[config.mk]
export PLATFORM = sky130hd
export DESIGN_NAME = ifu_fetch_flat
export DESIGN_NICKNAME = d
export VERILOG_FILES = /design/src/rtl/ifu_fetch_pkg.sv /design/src/rtl/ifu_fetch_if.sv /design/src/rtl/ifu_fetch.sv /design/src/flat_wrapper.sv
export SDC_FILE = /design/constraint.sdc
export NUM_CORES = 1
export LEC_CHECK = 0
export ABC_AREA = 1
export CORE_MARGIN = 10
export CORE_UTILIZATION = 48
export DETAILED_ROUTE_END_ITERATION = 10
export HOLD_SLACK_MARGIN = 0.05
export PLACE_DENSITY = 0.83
export REMOVE_ABC_BUFFERS = 1
export SKIP_LAST_GASP = 1
export SLEW_MARGIN = 20
export SYNTH_ARGS = -nofsm -noshare
export SYNTH_HDL_FRONTEND = slang
export SYNTH_SLANG_ARGS = --single-unit
[constraint.sdc]
create_clock -name clk -period 2.8 [get_ports clk]
set_input_delay 0.56 -clock clk [delete_from_list [all_inputs] [get_ports clk]]
set_output_delay 0.56 -clock clk [all_outputs]
set_load 0.01 [all_outputs]
[src/rtl/ifu_fetch_pkg.sv]
// Shared fetch/decode definitions: FSM states, response codes and the ifu_data layout.
package ifu_fetch_pkg;

  typedef enum logic [1:0] {
    S_IDLE = 2'd0,
    S_AR   = 2'd1,
    S_R    = 2'd2,
    S_OUT  = 2'd3
  } ifu_state_t;

  localparam logic [1:0]  RESP_OKAY    = 2'b00;
  localparam logic [31:0] IFU_RESET_PC = 32'h8000_0000;

  // Decode unpacks the same layout: inst in [63:32], pc in [31:0].
  typedef struct packed {
    logic [31:0] inst;
    logic [31:0] pc;
  } ifu_data_t;

  function automatic ifu_data_t ifu_pack(input logic [31:0] inst, input logic [31:0] pc);
    ifu_data_t d;
    d.inst = inst;
    d.pc   = pc;
    return d;
  endfunction

endpackage

[src/rtl/ifu_fetch_if.sv]
// Fetch-side buses: split address/data instruction read channel and the decode handshake.
interface ifu_fetch_if;
  import ifu_fetch_pkg::*;

  logic        ifu_valid;
  ifu_data_t   ifu_data;
  logic        idu_ready;

  logic [31:0] araddr;
  logic        arvalid;
  logic        arready;
  logic [31:0] rdata;
  logic [1:0]  rresp;
  logic        rvalid;
  logic        rready;

  modport master (
    output ifu_valid, ifu_data, araddr, arvalid, rready,
    input  idu_ready, arready, rdata, rresp, rvalid
  );

  modport slave (
    input  ifu_valid, ifu_data, araddr, arvalid, rready,
    output idu_ready, arready, rdata, rresp, rvalid
  );

endinterface

[src/rtl/ifu_fetch.sv]
// Instruction fetch: one read per retired instruction, {inst, pc} handed to decode; zero-wait
// memory gives ifu_valid 3 cycles after launch. Stalls hold state; updates while busy are parked.
module ifu_fetch
  import ifu_fetch_pkg::*;
#(
  parameter logic [31:0] RESET_PC = IFU_RESET_PC
) (
  input  logic        clk,
  input  logic        rst,
  input  logic        pc_update_valid,
  input  logic [31:0] pc_next,
  output logic        access_fault,
  ifu_fetch_if.master bus
);

  ifu_state_t  r_state;
  ifu_state_t  w_state_nxt;
  logic [31:0] r_pc;
  logic [31:0] r_pend_pc;
  logic        r_boot;
  logic        r_pend;
  logic        r_fault;
  ifu_data_t   r_data;

  logic w_launch;
  logic w_r_ok;
  logic w_r_err;
  logic w_arvalid;
  logic w_rready;
  logic w_ifu_valid;

  assign w_launch = r_boot | r_pend | pc_update_valid;
  assign w_r_ok   = bus.rvalid && (bus.rresp == RESP_OKAY);
  assign w_r_err  = bus.rvalid && (bus.rresp != RESP_OKAY);

  always_ff @(posedge clk) begin
    if (rst) begin
      r_state <= S_IDLE;
    end else begin
      r_state <= w_state_nxt;
    end
  end

  always_comb begin
    w_state_nxt = r_state;
    w_arvalid   = 1'b0;
    w_rready    = 1'b0;
    w_ifu_valid = 1'b0;
    case (r_state)
      S_IDLE: if (w_launch) w_state_nxt = S_AR;
      S_AR: begin
        w_arvalid = 1'b1;
        if (bus.arready) w_state_nxt = S_R;
      end
      S_R: begin
        w_rready = 1'b1;
        if (w_r_ok) w_state_nxt = S_OUT;
        else if (w_r_err) w_state_nxt = S_IDLE;
      end
      S_OUT: begin
        w_ifu_valid = 1'b1;
        if (bus.idu_ready) w_state_nxt = S_IDLE;
      end
      default: w_state_nxt = S_IDLE;
    endcase
  end

  // PC is only retargeted when a fetch launches, so araddr stays put for the whole access.
  always_ff @(posedge clk) begin
    if (rst) begin
      r_pc      <= RESET_PC;
      r_pend_pc <= '0;
      r_boot    <= 1'b1;
      r_pend    <= 1'b0;
      r_fault   <= 1'b0;
      r_data    <= '0;
    end else begin
      r_fault <= (r_state == S_R) && w_r_err;
      if (r_state == S_IDLE) begin
        if (w_launch) begin
          r_boot <= 1'b0;
          r_pend <= 1'b0;
          if (pc_update_valid) r_pc <= pc_next;
          else if (r_pend) r_pc <= r_pend_pc;
        end
      end else if (pc_update_valid) begin
        r_pend    <= 1'b1;
        r_pend_pc <= pc_next;
      end
      if ((r_state == S_R) && w_r_ok) r_data <= ifu_pack(bus.rdata, r_pc);
    end
  end

  assign bus.arvalid   = w_arvalid;
  assign bus.araddr    = r_pc;
  assign bus.rready    = w_rready;
  assign bus.ifu_valid = w_ifu_valid;
  assign bus.ifu_data  = r_data;
  assign access_fault  = r_fault;

endmodule

[src/flat_wrapper.sv]
// flat-port wrapper written by rule: the top's interface ports become plain ports
module ifu_fetch_flat import ifu_fetch_pkg::*;
#(
  parameter logic [31:0] RESET_PC = IFU_RESET_PC
)
  (clk, rst, pc_update_valid, pc_next, access_fault, bus_ifu_valid, bus_ifu_data, bus_araddr, bus_arvalid, bus_rready, bus_idu_ready, bus_arready, bus_rdata, bus_rresp, bus_rvalid);
  ifu_fetch_if bus_i ();
  input  logic clk;
  input  logic rst;
  input  logic pc_update_valid;
  input  logic [31:0] pc_next;
  output logic access_fault;
  output wire logic [$bits(bus_i.ifu_valid)-1:0] bus_ifu_valid;
  output wire logic [$bits(bus_i.ifu_data)-1:0] bus_ifu_data;
  output wire logic [$bits(bus_i.araddr)-1:0] bus_araddr;
  output wire logic [$bits(bus_i.arvalid)-1:0] bus_arvalid;
  output wire logic [$bits(bus_i.rready)-1:0] bus_rready;
  input wire logic [$bits(bus_i.idu_ready)-1:0] bus_idu_ready;
  input wire logic [$bits(bus_i.arready)-1:0] bus_arready;
  input wire logic [$bits(bus_i.rdata)-1:0] bus_rdata;
  input wire logic [$bits(bus_i.rresp)-1:0] bus_rresp;
  input wire logic [$bits(bus_i.rvalid)-1:0] bus_rvalid;
  assign bus_ifu_valid = bus_i.ifu_valid;
  assign bus_ifu_data = bus_i.ifu_data;
  assign bus_araddr = bus_i.araddr;
  assign bus_arvalid = bus_i.arvalid;
  assign bus_rready = bus_i.rready;
  assign bus_i.idu_ready = bus_idu_ready;
  assign bus_i.arready = bus_arready;
  assign bus_i.rdata = bus_rdata;
  assign bus_i.rresp = bus_rresp;
  assign bus_i.rvalid = bus_rvalid;
  ifu_fetch #(.RESET_PC(RESET_PC)) u_core (.clk(clk), .rst(rst), .pc_update_valid(pc_update_valid), .pc_next(pc_next), .access_fault(access_fault), .bus(bus_i));
endmodule
# [After elaboration in Yosys (flattened, before gate mapping)]
# Index checks and enable logic that the tools add are counted.
# W data, S select, Z words.
[op_classes] mul=0 n_reduce_logical=14 div_mod_pow=0 add_sub_neg=0 shift=0 eq_ne=7 magnitude_cmp=0 bitwise=3 muxes=14
[op_table] operator="$mux W32" n=2
[op_table] operator="$mux W2" n=5
[op_table] operator="$pmux W2 S4" n=1
[op_table] operator="$mux W1" n=6
[op_table] operator="$reduce_and A2 Y1" n=3
[op_table] operator="$reduce_bool A2 Y1" n=3
[op_table] operator="$eq A2 B2 Y1 const B" n=2
[op_table] operator="$logic_and A1 B1 Y1" n=4
[op_table] operator="$logic_not A2 Y1" n=2
[op_table] operator="$ne A2 B2 Y1 const B" n=2
[op_table] operator="$reduce_and A4 Y1" n=1
[op_table] operator="$ne A3 B1 Y1 const B" n=1
[op_table] operator="$reduce_and A3 Y1" n=1
[op_table] operator="$eq A2 B1 Y1 const B" n=1
[op_table] operator="$ne A2 B1 Y1 const B" n=1
[op_table] operator="$or A1 B1 Y1" n=2
[op_table] operator="$not A1 Y1" n=1
[totals] mem_bits_ro=0 elab_cells=46 regBits=133 latchBits=0 mem_bits_rw=0 input_bits=72 output_inout_bits=100 mem_count=0

# [Logic depth before layout (Yosys ltp)]
[logic_depth] word_depth=5 depth_mapped=8 depth_no_buf=8

# [Least setup slack after synthesis]
# OpenSTA, ideal clock, no wires.
[synth_path] path_kind="input to register" from="input pc_update_valid" to="register u_core.r_pc[23], in the netlist u_core.bus.araddr[23]" t_required_ns=2.663 path_slack_ns=1.362 n_path_buf=2 path_stages=6 setup_time_ns=0.137 arrival_ns=1.302 path_cell_list="buf_2 nor2_2 nor2_4 buf_2 o21ai_0 a31oi_1"
[synth_between] elab_chain_cells=2 elab_cells_between_ends=4 classes_between="mux: 1; bitwise: 1; reduce/logical: 2"
[synth_rtl] element="start, declared" line_no="flat_wrapper.sv:10" rtl="input logic pc_update_valid;"
[synth_rtl] element="$reduce_bool A2 Y1 (no source line) or $or A1 B1 Y1 (tied branches)"
[synth_rtl] element="$reduce_and A3 Y1 (no source line)"
[synth_rtl] element="end signal, assigned" line_no="ifu_fetch.sv:83" rtl="if (pc_update_valid) r_pc <= pc_next;"
[synth_rtl] element="end signal, assigned" line_no="ifu_fetch.sv:84" rtl="else if (r_pend) r_pc <= r_pend_pc;"
[synth_rtl] element="end, declared" line_no="ifu_fetch.sv:18" rtl="logic [31:0] r_pc;"
# Several ways; a longest one is shown, not always the timed one.
# A chain may end at the register's enable or synchronous reset.

# [Worst setup path in the final report]
[layout_path] from="register u_core.r_state[0]" to="output bus_arvalid"
[layout_between] elab_chain_cells=2
[layout_rtl] element="start, declared" line_no="ifu_fetch.sv:16" rtl="ifu_state_t r_state;"
[layout_rtl] element="start signal, assigned" line_no="ifu_fetch.sv:40" rtl="r_state <= w_state_nxt;"
[layout_rtl] element="$eq A2 B1 Y1" line_no="ifu_fetch.sv:49" rtl="case (r_state)"
[layout_rtl] element="$mux W1" line_no="ifu_fetch.sv:49"
[layout_rtl] element="end, declared" line_no="flat_wrapper.sv:16" rtl="output wire logic [$bits(bus_i.arvalid)-1:0] bus_arvalid;"
# No other way between the ends.

==> results_dict.tcl <==
set metrics [dict create \
    outcome "complete, no violations" \
    pwr-share-clk_pct 33.2 \
    antenna-diode-count 0 \
    grt_pass1_vias 4721 \
    ys_ff_latch 133 \
    yosys-top-cells-area "dfxtp_1 (54%), nor2_1 (15%), o21ai_0 (9.3%)" \
    yosysUniqueCellTypes 19 \
    seqPwrFrac_pct 39.7 \
    route.met2.wl_mm 7.086 \
    cp.arrival_ns 1.72 \
    startpoint_type "flop" \
    highest_layer "met4" \
    hold_depth 2 \
    combPwrFrac_pct 27.1 \
    area_delta_synth_final_pct 46.25 \
    crit_chain "inv_2 -> nor2_1 -> clkdlybuf4s50_1" \
    r2r_start "u_core.r_state[1]" \
    fin_worst_skew_ns 0.01064 \
    synth.avg_cell_area_um2 7.737 \
    grt_pass1_wl_mm 23.67 \
    ios 172 \
    final-hold-violation-count 0 \
    htree_num_levels 4 \
    grt_max_degree 88 \
    yosysTopAreaCellShare_pct 53.60 \
    dr_wl_met3_mm 1.335 \
    vias 4783 \
    crit_buf_inv 2 \
    yosysSeqAreaShare_pct 53.60 \
    globalRouteTotalUtil_pct 19.57 \
    post_drt_via_cell_ratio 5.072 \
    min_period_ns 2.280 \
    hpwl_mm 10.28 \
    power_w 0.006480 \
    syn-instance-count 642 \
    worst_slew_pin_slew_ns 0.5287 \
    critPathSlowestCell "clkdlybuf4s50_1" \
    numCtsBuffers 17 \
    yosysTopAreaCell "dfxtp_1" \
    drt_first_pass_iters 5 \
    period_share_pct 81.43 \
    setup_tns_ns 0 \
    post_drt_wl_per_cell_um 15.68 \
    ir_worst_vdd_uv 466.1 \
    reg2reg_slack_ns 1.21 \
    clk_latency_ns 0.50 \
    cts_resized 0 \
    drt-met1-wl_mm 6.190 \
    coreArea_um2 10180 \
    power.net_switching_w 0.001962 \
    clk_pin_slew_ns 0.06 \
    clock-sinks 133 \
    die_w_um 121.7 \
    fin_nets 868 \
    root_buffer "clkbuf_8" \
    rr_worst_depth 6 \
    rows 37 \
    final-setup-viol-count 0 \
    start_util_pct 48.77 \
    multiInputGateArea_um2 1971 \
    rsz0062_at_grt "no" \
    fillCellCount 811 \
    path_max_fanout 5 \
    leakage_nw 2.979 \
    p_per_area_nw_per_um2 892.0 \
    cap_violations 0 \
    ys_warn_count 0 \
    route.detailed.drc 0 \
    netSwitchingFraction_pct 30.27 \
    ant_nets 0 \
    die-height_um 121.7 \
    hp-start "u_core.r_pend_pc[8]" \
    critPathKind "reg2out" \
    syn_area_um2 4967 \
    numPortBuffers 171 \
    critPathMaxStageDelay_ns 0.57 \
    cp.required_ns 2.24 \
    hp-class "reg2reg" \
    drive_above_1_share_pct 6.568 \
    fmax_mhz 438.6 \
    regToRegEndpoint "u_core.bus.ifu_data[51]" \
    drt-total-wl_mm 14.78 \
    power.internal_w 0.004518 \
    grt_remaining_overflow 0 \
    end_kind "output port" \
    post_cts_buffers 0 \
    drt_iter0_markers 312 \
    maxSlewHeadroom_pct 64.70 \
    gp_congestion 0.7917 \
    antenna_found_initial 0 \
    whs_endpoint "u_core.bus.araddr[8]" \
    clockBufferDepth 2 \
    crit_family "buffers and inverters" \
    fp.dieArea_um2 14820 \
    tritoncts "done" \
    slew_viol_final 0 \
    holdBufCountCts 0 \
    register_area_um2 2663 \
]
==> worst min-delay path, stage by stage (launching register included) <==
cell	delay, ns
dfxtp_1	0.31
nand2_1	0.06
a31oi_1	0.07
==> area by class of cell <==
type / instances / area share (%)
Clock inverter: 10 / 1.808
Tap cell: 136 / 2.342
Clock buffer: 20 / 6.132
Timing Repair Buffer: 182 / 25.22
Inverter: 14 / 0.7234
Multi-Input combinational cell: 448 / 27.13
Sequential cell: 133 / 36.65
==> power by group through the flow <==
| stage | Clock (W) | Combinational [W] | Sequential (W) |
|---|---|---|---|
| 2_1_floorplan | 0 | 0.000753 | 0.00266 |
| 3_3_place_gp | 0 | 0.00171 | 0.00258 |
| 3_5_place_dp | 0 | 0.00176 | 0.00260 |
| 4_1_cts | 0.00218 | 0.00178 | 0.00257 |
| 5_1_grt | 0.00228 | 0.00195 | 0.00263 |
| 6_report | 0.00215 | 0.00176 | 0.00257 |
==> cells in the mapped netlist, drive strengths merged <==
master	instances
nand2	71
o211ai	1
clkbuf	25
o21ai	129
nor2	206
dfxtp	133
a31oi	31
nor3	2
nand3	7
or2	1
buf	22
inv	14
==> routing by layer <==
metal,up-vias,track usage (%)
met5,-,0
met4,0,6.036
met3,12,8.048
met2,171,32.75
met1,2198,22.39
li1,2402,-
==> worst max path at each step <==
stage,startpoint,endpoint,slack (ns),cells past startpoint
after floorplan,rst,u_core.bus.araddr[0],0.38,3
after global routing,u_core.r_state[0],bus_arvalid,0.41,3
after CTS,u_core.r_state[0],bus_arvalid,0.49,3
final,u_core.r_state[0],bus_arvalid,0.52,3
after detailed placement,pc_update_valid,u_core.r_pend_pc[30],0.52,6
after global placement,pc_update_valid,u_core.r_pend_pc[24],0.60,6
==> flip-flops by register name, summed over array words and instances (netlist names) <==
name and count:
u_core.bus.ifu_data 64, u_core.bus.araddr 32, u_core.r_pend_pc 32, u_core.r_state 2
u_core.access_fault 1, u_core.r_boot 1, u_core.r_pend 1
==> per-stage QoR <==
| stage | area [µm²] | setup slack, ns | std cells | hold WS [ns] | util (%) |
|---|---|---|---|---|---|
| floorplan | 4686 | 0.3785 | 595 | 0.4554 | - |
| global placement | 6688 | 0.6041 | 913 | 0.4623 | 65.66 |
| detailed placement | 6688 | 0.5196 | 913 | 0.4711 | 65.66 |
| CTS | 7264 | 0.4882 | 943 | 0.4786 | 71.33 |
| global route | 7264 | 0.4138 | 943 | 0.4951 | 71.33 |
| finish | 7264 | 0.5200 | 943 | 0.4755 | 71.33 |
==> logic make-up after synthesis <==
family,synth area share [%]
buffers and inverters,6.725
and+or+nand+nor,22.62
DFF,53.60
AOI/OAI and AO/OA,17.05
==> placed cells by master, fill, tap and decap left out, drive strengths merged <==
master / netlist / routed
or2: 1 / 1
o211ai: 1 / 1
bufinv: 0 / 3
nor2: 206 / 206
inv: 14 / 14
nand2: 71 / 71
nand3: 7 / 7
clkdlybuf4s50: 0 / 171
a31oi: 31 / 31
clkinv: 0 / 6
o21ai: 129 / 129
clkinvlp: 0 / 1
nor3: 2 / 2
buf: 22 / 11
dfxtp: 133 / 133
clkbuf: 25 / 20
(Power assumes the default switching activity.)
